$ cat src/rtl/fast9_pkg.sv
// Shared constants and control-state type for the FAST9 pixel-window path.
// One window is a 6x6 block of 8-bit pixels packed pixel 1 at the LSB.
package fast9_pkg;

  localparam int PIX_W     = 8;
  localparam int WIN_PIX   = 36;
  localparam int WIN_W     = PIX_W * WIN_PIX;
  localparam int PIX_IDX_W = $clog2(WIN_PIX);

  localparam logic [PIX_IDX_W-1:0] LAST_IDX = PIX_IDX_W'(WIN_PIX - 1);

  typedef struct packed {
    logic [1:0]           bankFull;
    logic                 wrSel;
    logic                 rdSel;
    logic [PIX_IDX_W-1:0] pixCnt;
  } ctrl_t;

  localparam ctrl_t CTRL_RESET = '0;

  // Pixel index advance; the only wrap point is the last pixel of a window.
  function automatic logic [PIX_IDX_W-1:0] nextIdx(input logic [PIX_IDX_W-1:0] idx);
    return (idx == LAST_IDX) ? '0 : idx + 1'b1;
  endfunction

endpackage

$ cat src/rtl/win_bank.sv
// One window buffer with byte write by pixel index; contents visible one cycle after the write.
// No flow control of its own: the writer guarantees we is only raised for a free bank.
module win_bank
  import fast9_pkg::*;
(
  input  logic                 clk,
  input  logic                 rst,
  input  logic                 we,
  input  logic [PIX_IDX_W-1:0] idx,
  input  logic [PIX_W-1:0]     din,
  output logic [WIN_W-1:0]     dout
);

  logic [WIN_W-1:0] data;

  // Per-slot compare instead of a variable part-select keeps the write decode flat.
  always_ff @(posedge clk or posedge rst) begin
    if (rst) begin
      data <= '0;
    end else if (we) begin
      for (int k = 0; k < WIN_PIX; k++) begin
        if (idx == PIX_IDX_W'(k)) begin
          data[k*PIX_W +: PIX_W] <= din;
        end
      end
    end
  end

  assign dout = data;

endmodule

$ cat src/rtl/pixel_window_loader.sv
// Packs serial pixels into 288-bit windows in a two-bank ping-pong buffer for the FAST9 core.
// Window valid one cycle after pixel 36 is taken; pixReady drops only while both banks are held.
module pixel_window_loader
  import fast9_pkg::*;
(
  input  logic             clk,
  input  logic             rst,
  input  logic             softClr,
  input  logic [PIX_W-1:0] pixIn,
  input  logic             pixValid,
  output logic             pixReady,
  output logic             winValid,
  input  logic             matReaden,
  output logic [WIN_W-1:0] dbValue
);

  ctrl_t            ctrlQ;
  ctrl_t            ctrlD;
  logic             accept;
  logic             consume;
  logic             lastPix;
  logic [1:0]       bankWe;
  logic [WIN_W-1:0] bankDat [2];

  assign pixReady = ~ctrlQ.bankFull[ctrlQ.wrSel];
  assign winValid = ctrlQ.bankFull[ctrlQ.rdSel];
  assign dbValue  = ctrlQ.rdSel ? bankDat[1] : bankDat[0];

  assign accept  = pixValid & pixReady;
  assign consume = matReaden & winValid;
  assign lastPix = (ctrlQ.pixCnt == LAST_IDX);

  // softClr also blocks the write so a flushed cycle leaves no trace in either bank.
  assign bankWe[0] = accept & ~softClr & ~ctrlQ.wrSel;
  assign bankWe[1] = accept & ~softClr &  ctrlQ.wrSel;

  always_ff @(posedge clk or posedge rst) begin
    if (rst) begin
      ctrlQ <= CTRL_RESET;
    end else begin
      ctrlQ <= ctrlD;
    end
  end

  // A completing write and a consume can share a cycle: the write targets a free bank and
  // the read a full one, so wrSel != rdSel and both bankFull updates land on different bits.
  always_comb begin
    ctrlD = ctrlQ;
    if (softClr) begin
      ctrlD = CTRL_RESET;
    end else begin
      if (accept) begin
        ctrlD.pixCnt = nextIdx(ctrlQ.pixCnt);
        if (lastPix) begin
          ctrlD.bankFull[ctrlQ.wrSel] = 1'b1;
          ctrlD.wrSel                 = ~ctrlQ.wrSel;
        end
      end
      if (consume) begin
        ctrlD.bankFull[ctrlQ.rdSel] = 1'b0;
        ctrlD.rdSel                 = ~ctrlQ.rdSel;
      end
    end
  end

  for (genvar b = 0; b < 2; b++) begin : gBank
    win_bank uBank (
      .clk  (clk),
      .rst  (rst),
      .we   (bankWe[b]),
      .idx  (ctrlQ.pixCnt),
      .din  (pixIn),
      .dout (bankDat[b])
    );
  end

endmodule
$ cat config.mk
export PLATFORM = sky130hd
export DESIGN_NAME = pixel_window_loader
export DESIGN_NICKNAME = d
export VERILOG_FILES = /design/src/rtl/fast9_pkg.sv /design/src/rtl/win_bank.sv /design/src/rtl/pixel_window_loader.sv
export SDC_FILE = /design/constraint.sdc
export NUM_CORES = 1
export LEC_CHECK = 0
export CAP_MARGIN = 20
export CORE_AREA = 3 3 260 262
export DETAILED_ROUTE_END_ITERATION = 10
export DIE_AREA = 0 0 263 265
export HOLD_SLACK_MARGIN = 0.05
export PLACE_DENSITY = 0.7
export SYNTH_ARGS = -nofsm -noshare
export SYNTH_HDL_FRONTEND = slang
export SYNTH_SLANG_ARGS = --single-unit
$ cat constraint.sdc
create_clock -name clk -period 43.7 [get_ports clk]
set_clock_uncertainty 0.1 [all_clocks]
set_input_delay 6.555 -clock clk [delete_from_list [all_inputs] [get_ports clk]]
set_output_delay 6.555 -clock clk [all_outputs]
set_load 0.02 [all_outputs]
### Word level (Yosys, flattened, before mapping)

Index checks and enable logic that the tools add are counted.

| cells by class | value |
|---|---|
| bitwise operators | 12 |
| multiplexer cells | 17 |
| equality and inequality tests | 35 |
| add/sub/neg operators | 1 |
| reduce and logical (&&, ||, !) cells | 79 |
| $lt $le $gt $ge | 4 |

Operator list:

| cell | count |
|---|---|
| 288-bit 2-to-1 mux | 1 |
| 2-bit AND reduction | 73 |
| 6-bit by 5-bit == test with 1-bit output (second input constant) | 16 |
| 6-bit by 4-bit == test with 1-bit output (second input constant) | 8 |
| 6-bit by 3-bit == test with 1-bit output (second input constant) | 4 |
| 6-bit == test (second input constant) | 4 |
| 6-bit by 2-bit == test with 1-bit output (second input constant) | 2 |
| 6-bit 2-to-1 mux | 2 |
| 10-bit 2-to-1 mux | 1 |
| 3-bit 2-to-1 mux | 3 |
| 1-bit 2-to-1 mux | 7 |
| 6-bit by 1-bit adder with 6-bit output (second input constant) | 1 |
| 6-bit by 1-bit == test with 1-bit output (second input constant) | 1 |
| 6-bit logical NOT | 1 |
| 2-bit nonzero test | 3 |
| 1-bit bitwise AND | 5 |
| 1-bit by 2-bit less-than comparator with 1-bit output (second input constant) | 2 |
| 1-bit inverter | 4 |
| 2-bit bitwise AND | 1 |
| 1-bit demux with 1-bit select | 2 |
| 1-bit greater-or-equal comparator (second input constant) | 2 |
| 1-bit logical AND | 2 |
| 2-bit 2-to-1 mux | 1 |
| 2-bit inverter | 1 |
| 2-bit bitwise OR | 1 |

| word-level totals | value |
|---|---|
| flip-flop bits (word level) | 586 |

### Depth between registers and ports, before layout

| logic depth | value |
|---|---|
| word-level depth | 11 |
| gate-level depth with buffers | 6 |
| depth with buffers taken out | 5 |

### Modules after synthesis

From an unflattened synthesis, not the netlist that was laid out.

| second synthesis, totals | value |
|---|---|
| cells, all modules | 1734 |
| area, all modules | 26411.6 µm² |

By module, submodules not included:

| module | area an instance (µm²) | sequential area each (µm²) | times used | cells an instance |
|---|---|---|---|---|
| win_bank | 11203.2 | 7206.9 | 2 | 677 |
| pixel_window_loader | 4005.1 | 250.2 | 1 | 380 |

### Least setup slack after synthesis

OpenSTA, ideal clock, no wires.

| timing path | value |
|---|---|
| path type | input to register |
| start point | input port softClr |
| end point | register gBank[1].uBank.data[128] |
| data arrival time | 8.181 ns |
| cell stages on the path | 6 |
| path slack | 35.295 ns |
| setup time | 0.125 ns |
| buffers on the path | 3 |
| cells stage by stage | clkbuf_1 -> or4b_1 -> buf_2 -> buf_6 -> nor3_4 -> mux2_2 |

| between the ends | value |
|---|---|
| cells in the longest elaborated chain, start to end | 4 |

Ends and longest elaborated chain:

| item | RTL line | text |
|---|---|---|
| start: declaration | pixel_window_loader.sv:8 | `input logic softClr,` |
| 1-bit inverter | pixel_window_loader.sv:35 | `assign bankWe[1] = accept & ~softClr & ctrlQ.wrSel;` |
| 1-bit bitwise AND (2 in a row) | pixel_window_loader.sv:35 |  |
| 2-bit AND reduction (no line) | -- |  |
| end signal: indexed assignment | win_bank.sv:23 | `data[k*PIX_W +: PIX_W] <= din;` |
| end: declaration | win_bank.sv:14 | `logic [WIN_W-1:0] data;` |

No other way between the ends.
A chain may end at the register's enable or synchronous reset.

### Worst setup path after layout

| timing path | value |
|---|---|
| start point | register ctrlQ[6] (netlist bit) |
| end point | output port dbValue[245] |

| between the ends | value |
|---|---|
| cells in the longest elaborated chain, start to end | 1 |

Ends and longest elaborated chain:

| item | RTL line | text |
|---|---|---|
| start: declaration | pixel_window_loader.sv:17 | `ctrl_t ctrlQ;` |
| start signal: assignment | pixel_window_loader.sv:41 | `ctrlQ <= ctrlD;` |
| 288-bit 2-to-1 mux | pixel_window_loader.sv:27 | `assign dbValue = ctrlQ.rdSel ? bankDat[1] : bankDat[0];` |
| end: declaration | pixel_window_loader.sv:14 | `output logic [WIN_W-1:0] dbValue` |

No other way between the ends.

==> flow_summary.json <==
{
  "vias": 15400,
  "clockBufferDepth": 3,
  "dr.pass1.iters": 4,
  "finalHoldViolCount": 0,
  "htreeDepth": 3,
  "path_common_cell": "buf_4",
  "leakagePower_uw": 0.0157,
  "worst_pin_slew_ns": 1.13,
  "run_status": "finished with violations",
  "syn2layout_area_growth_pct": 23.1,
  "ys_warn_count": 0,
  "worstPathMaxFanout": 78,
  "synthesis.nets": 1761,
  "finalSetupTns_ns": 0,
  "start_util": 0.399,
  "min_path_type": "reg2reg",
  "die-height_um": 265,
  "cts_buffers": 66,
  "clk_pin_slew_ns": 0.06,
  "cts_root_buf": "clkbuf_16",
  "synth_mux_area_frac": 0.372,
  "synth_fa_ha_area_frac": 0.00191,
  "final_nets": 2028,
  "antenna_found_initial": 3,
  "cp_top_family": "buffers and inverters",
  "crit_type": "reg2out",
  "switching_share": 0.234,
  "routed_via_density": 5.26,
  "syn_area_um2": 26200,
  "wirelength_mm": 68.5,
  "drtAntennaViolNets": 1,
  "cp_num_buf_inv": 3,
  "crit_chain": "buf_4, buf_4, mux2_2, clkdlybuf4s50_1",
  "critPathLaunchType": "register",
  "cp_data_required_time_ns": 37.05,
  "stdcell_count": 2933,
  "comb_power_share": 0.069,
  "postCtsHoldBufs": 0,
  "p_seq_frac": 0.464,
  "placedCellCount": 2804,
  "period_share": 0.246,
  "insertion_delay_ns": 0.61,
  "maxCapViolCount": 0,
  "cpMaxStageDelayCell": "buf_4",
  "core.rowCount": 94,
  "drtIter0Drc": 705,
  "ys_ff_latch": 586,
  "slew_headroom": 0.244,
  "track_usage": 0.195,
  "synth_top_area_share": 0.559,
  "ir_drop_mv": 0.0253,
  "grt_pass1_wl_mm": 105,
  "die_w_um": 263,
  "p_int_uw": 918,
  "wl_per_cell_um": 23.3,
  "synth-edff-count": 0,
  "hpwl_mm": 40.7,
  "setup_viol": 0,
  "layout_common_cells": "859 x mux2_2, 583 x dfrtp_1, 294 x clkdlybuf4s50_1",
  "ctsResizeCount": 0,
  "ios": 303,
  "violations": "antenna rules",
  "routabilityCongestion": 0.753,
  "slew_violations": 0,
  "final_core_util": 0.492,
  "min_period_ns": 10.73,
  "grt_overflow": 0,
  "cts_setup_buffers": 0,
  "die_area_um2": 69700,
  "arrival_ns": 4.08,
  "yosysTopAreaCell": "dfrtp_1",
  "coreArea_um2": 65600,
  "synth_cell_type_count": 38,
  "critical_path.max_stage_delay_ns": 0.94,
  "netlist_top_cells_area": "dfrtp_1 56%, mux2_2 37%, clkbuf_1 1.5%",
  "yosysSeqAreaShare": 0.559,
  "drc": 0,
  "port_buffers": 302,
  "p_per_area_nw_per_um2": 37.2,
  "layout_commonest_cell": "mux2_2",
  "drive_gt1_frac": 0.507,
  "finalPower_uw": 1200,
  "p_switching_uw": 281,
  "grt_max_degree": 150,
  "grt_pass1_vias": 16900,
  "pwr-share-clk": 0.467,
  "end_kind": "output port",
  "synth_simple_gate_area_frac": 0.0404,
  "clock-sinks": 586,
  "synth_compound_area_frac": 0.00544,
  "rsz0062_at_grt": "no",
  "ys.flop_type": "dfrtp_1",
  "synth_xor_area_frac": 0,
  "cts_tree": "built",
  "fmax_mhz": 93.2,
  "avgSynthCellArea_um2": 15.0,
  "synth-async-reset-ratio": 1.00,
  "synth_top_family_by_area": "multiplexers",
  "synthCells": 1744,
  "fillers": 5522
}
[final cells by class]
| type | instances | area [µm²] | area share |
|---|---|---|---|
| sequential | 586 | 14700 | 0.455 |
| multi-input combinational | 1022 | 11000 | 0.342 |
| timing repair buffer | 326 | 3230 | 0.0999 |
| clock buffer | 92 | 1890 | 0.0586 |
| tap | 864 | 1080 | 0.0335 |
| clock inverter | 28 | 317 | 0.00981 |
| inverter | 9 | 41.3 | 0.00128 |
| antenna | 6 | 15.0 | 0.000465 |
[kinds of logic (layout without fill, tap and decap cells)]
group	count (synthesis)	in the layout
AO/OA/AOI/OAI	21	21
buffers and inverters	136	455
adder cells (fa/ha/maj)	4	4
AND/OR/NAND/NOR	131	131
other	0	6
multiplexers	866	866
flip-flops	586	586
[path summary, 6_finish.rpt]
check                                               from                       end  slack, ns  cells past startpoint
worst max-delay path                            ctrlQ[6]              dbValue[245]      32.97                      4
worst min-delay path            gBank[0].uBank.dout[140]  gBank[0].uBank.dout[140]       0.38                      1
worst max register to register                  ctrlQ[0]   gBank[1].uBank.dout[30]      40.66                      4
worst min register to register  gBank[0].uBank.dout[140]  gBank[0].uBank.dout[140]       0.38                      1
max in group asynchronous                            rst                  ctrlQ[6]      33.66                      6
min in group asynchronous                            rst  gBank[0].uBank.dout[231]       6.21                      2
[per-stage QoR]
step                worst slack [ns]  cell area (µm²)  hold slack (ns)
CTS                            32.91            32200            0.384
detailed placement             32.76            30000            0.371
global placement               33.03            30000            0.365
finish                         32.97            32300            0.379
global route                   32.78            32300            0.395
floorplan                      20.65            26200            0.354
[registers in the layout, summed over array words and instances (netlist names)]
register,cells
gBank.uBank.dout,576
ctrlQ,10
[layer usage]
| layer | track usage | share of wire | wire [µm] | up-vias |
|---|---|---|---|---|
| met3 | 0.0389 | 0.044 | 3050 | 87 |
| met4 | 0.0598 | 0.023 | 1550 | 4 |
| li1 | - | - | - | 6865 |
| met5 | 0 | 0.00034 | 23 | - |
| met2 | 0.329 | 0.50 | 33900 | 301 |
| met1 | 0.255 | 0.44 | 29900 | 8166 |
[synthesized netlist by cell type, drive strengths merged (4+ instances only)]
library cell  number
nand3             47
ha                 4
inv                9
nand3b             8
and3               4
nor3b              5
a21oi              4
nor3              34
nand2              5
dfrtp            586
buf               19
clkbuf           108
mux2             866
o21ai              4
and3b             10
or3b               4
nor2b              4
[power by group through the flow]
| stage | sequential, µW | combinational [µW] | clock [µW] |
|---|---|---|---|
| floorplan | 565 | 47.4 | 0 |
| global placement | 566 | 81.6 | 0 |
| detailed placement | 566 | 83.1 | 0 |
| CTS | 556 | 83.4 | 575 |
| global route | 557 | 88.2 | 599 |
| finish | 557 | 82.4 | 560 |
Note: power is estimated with default switching activity, not from simulation.
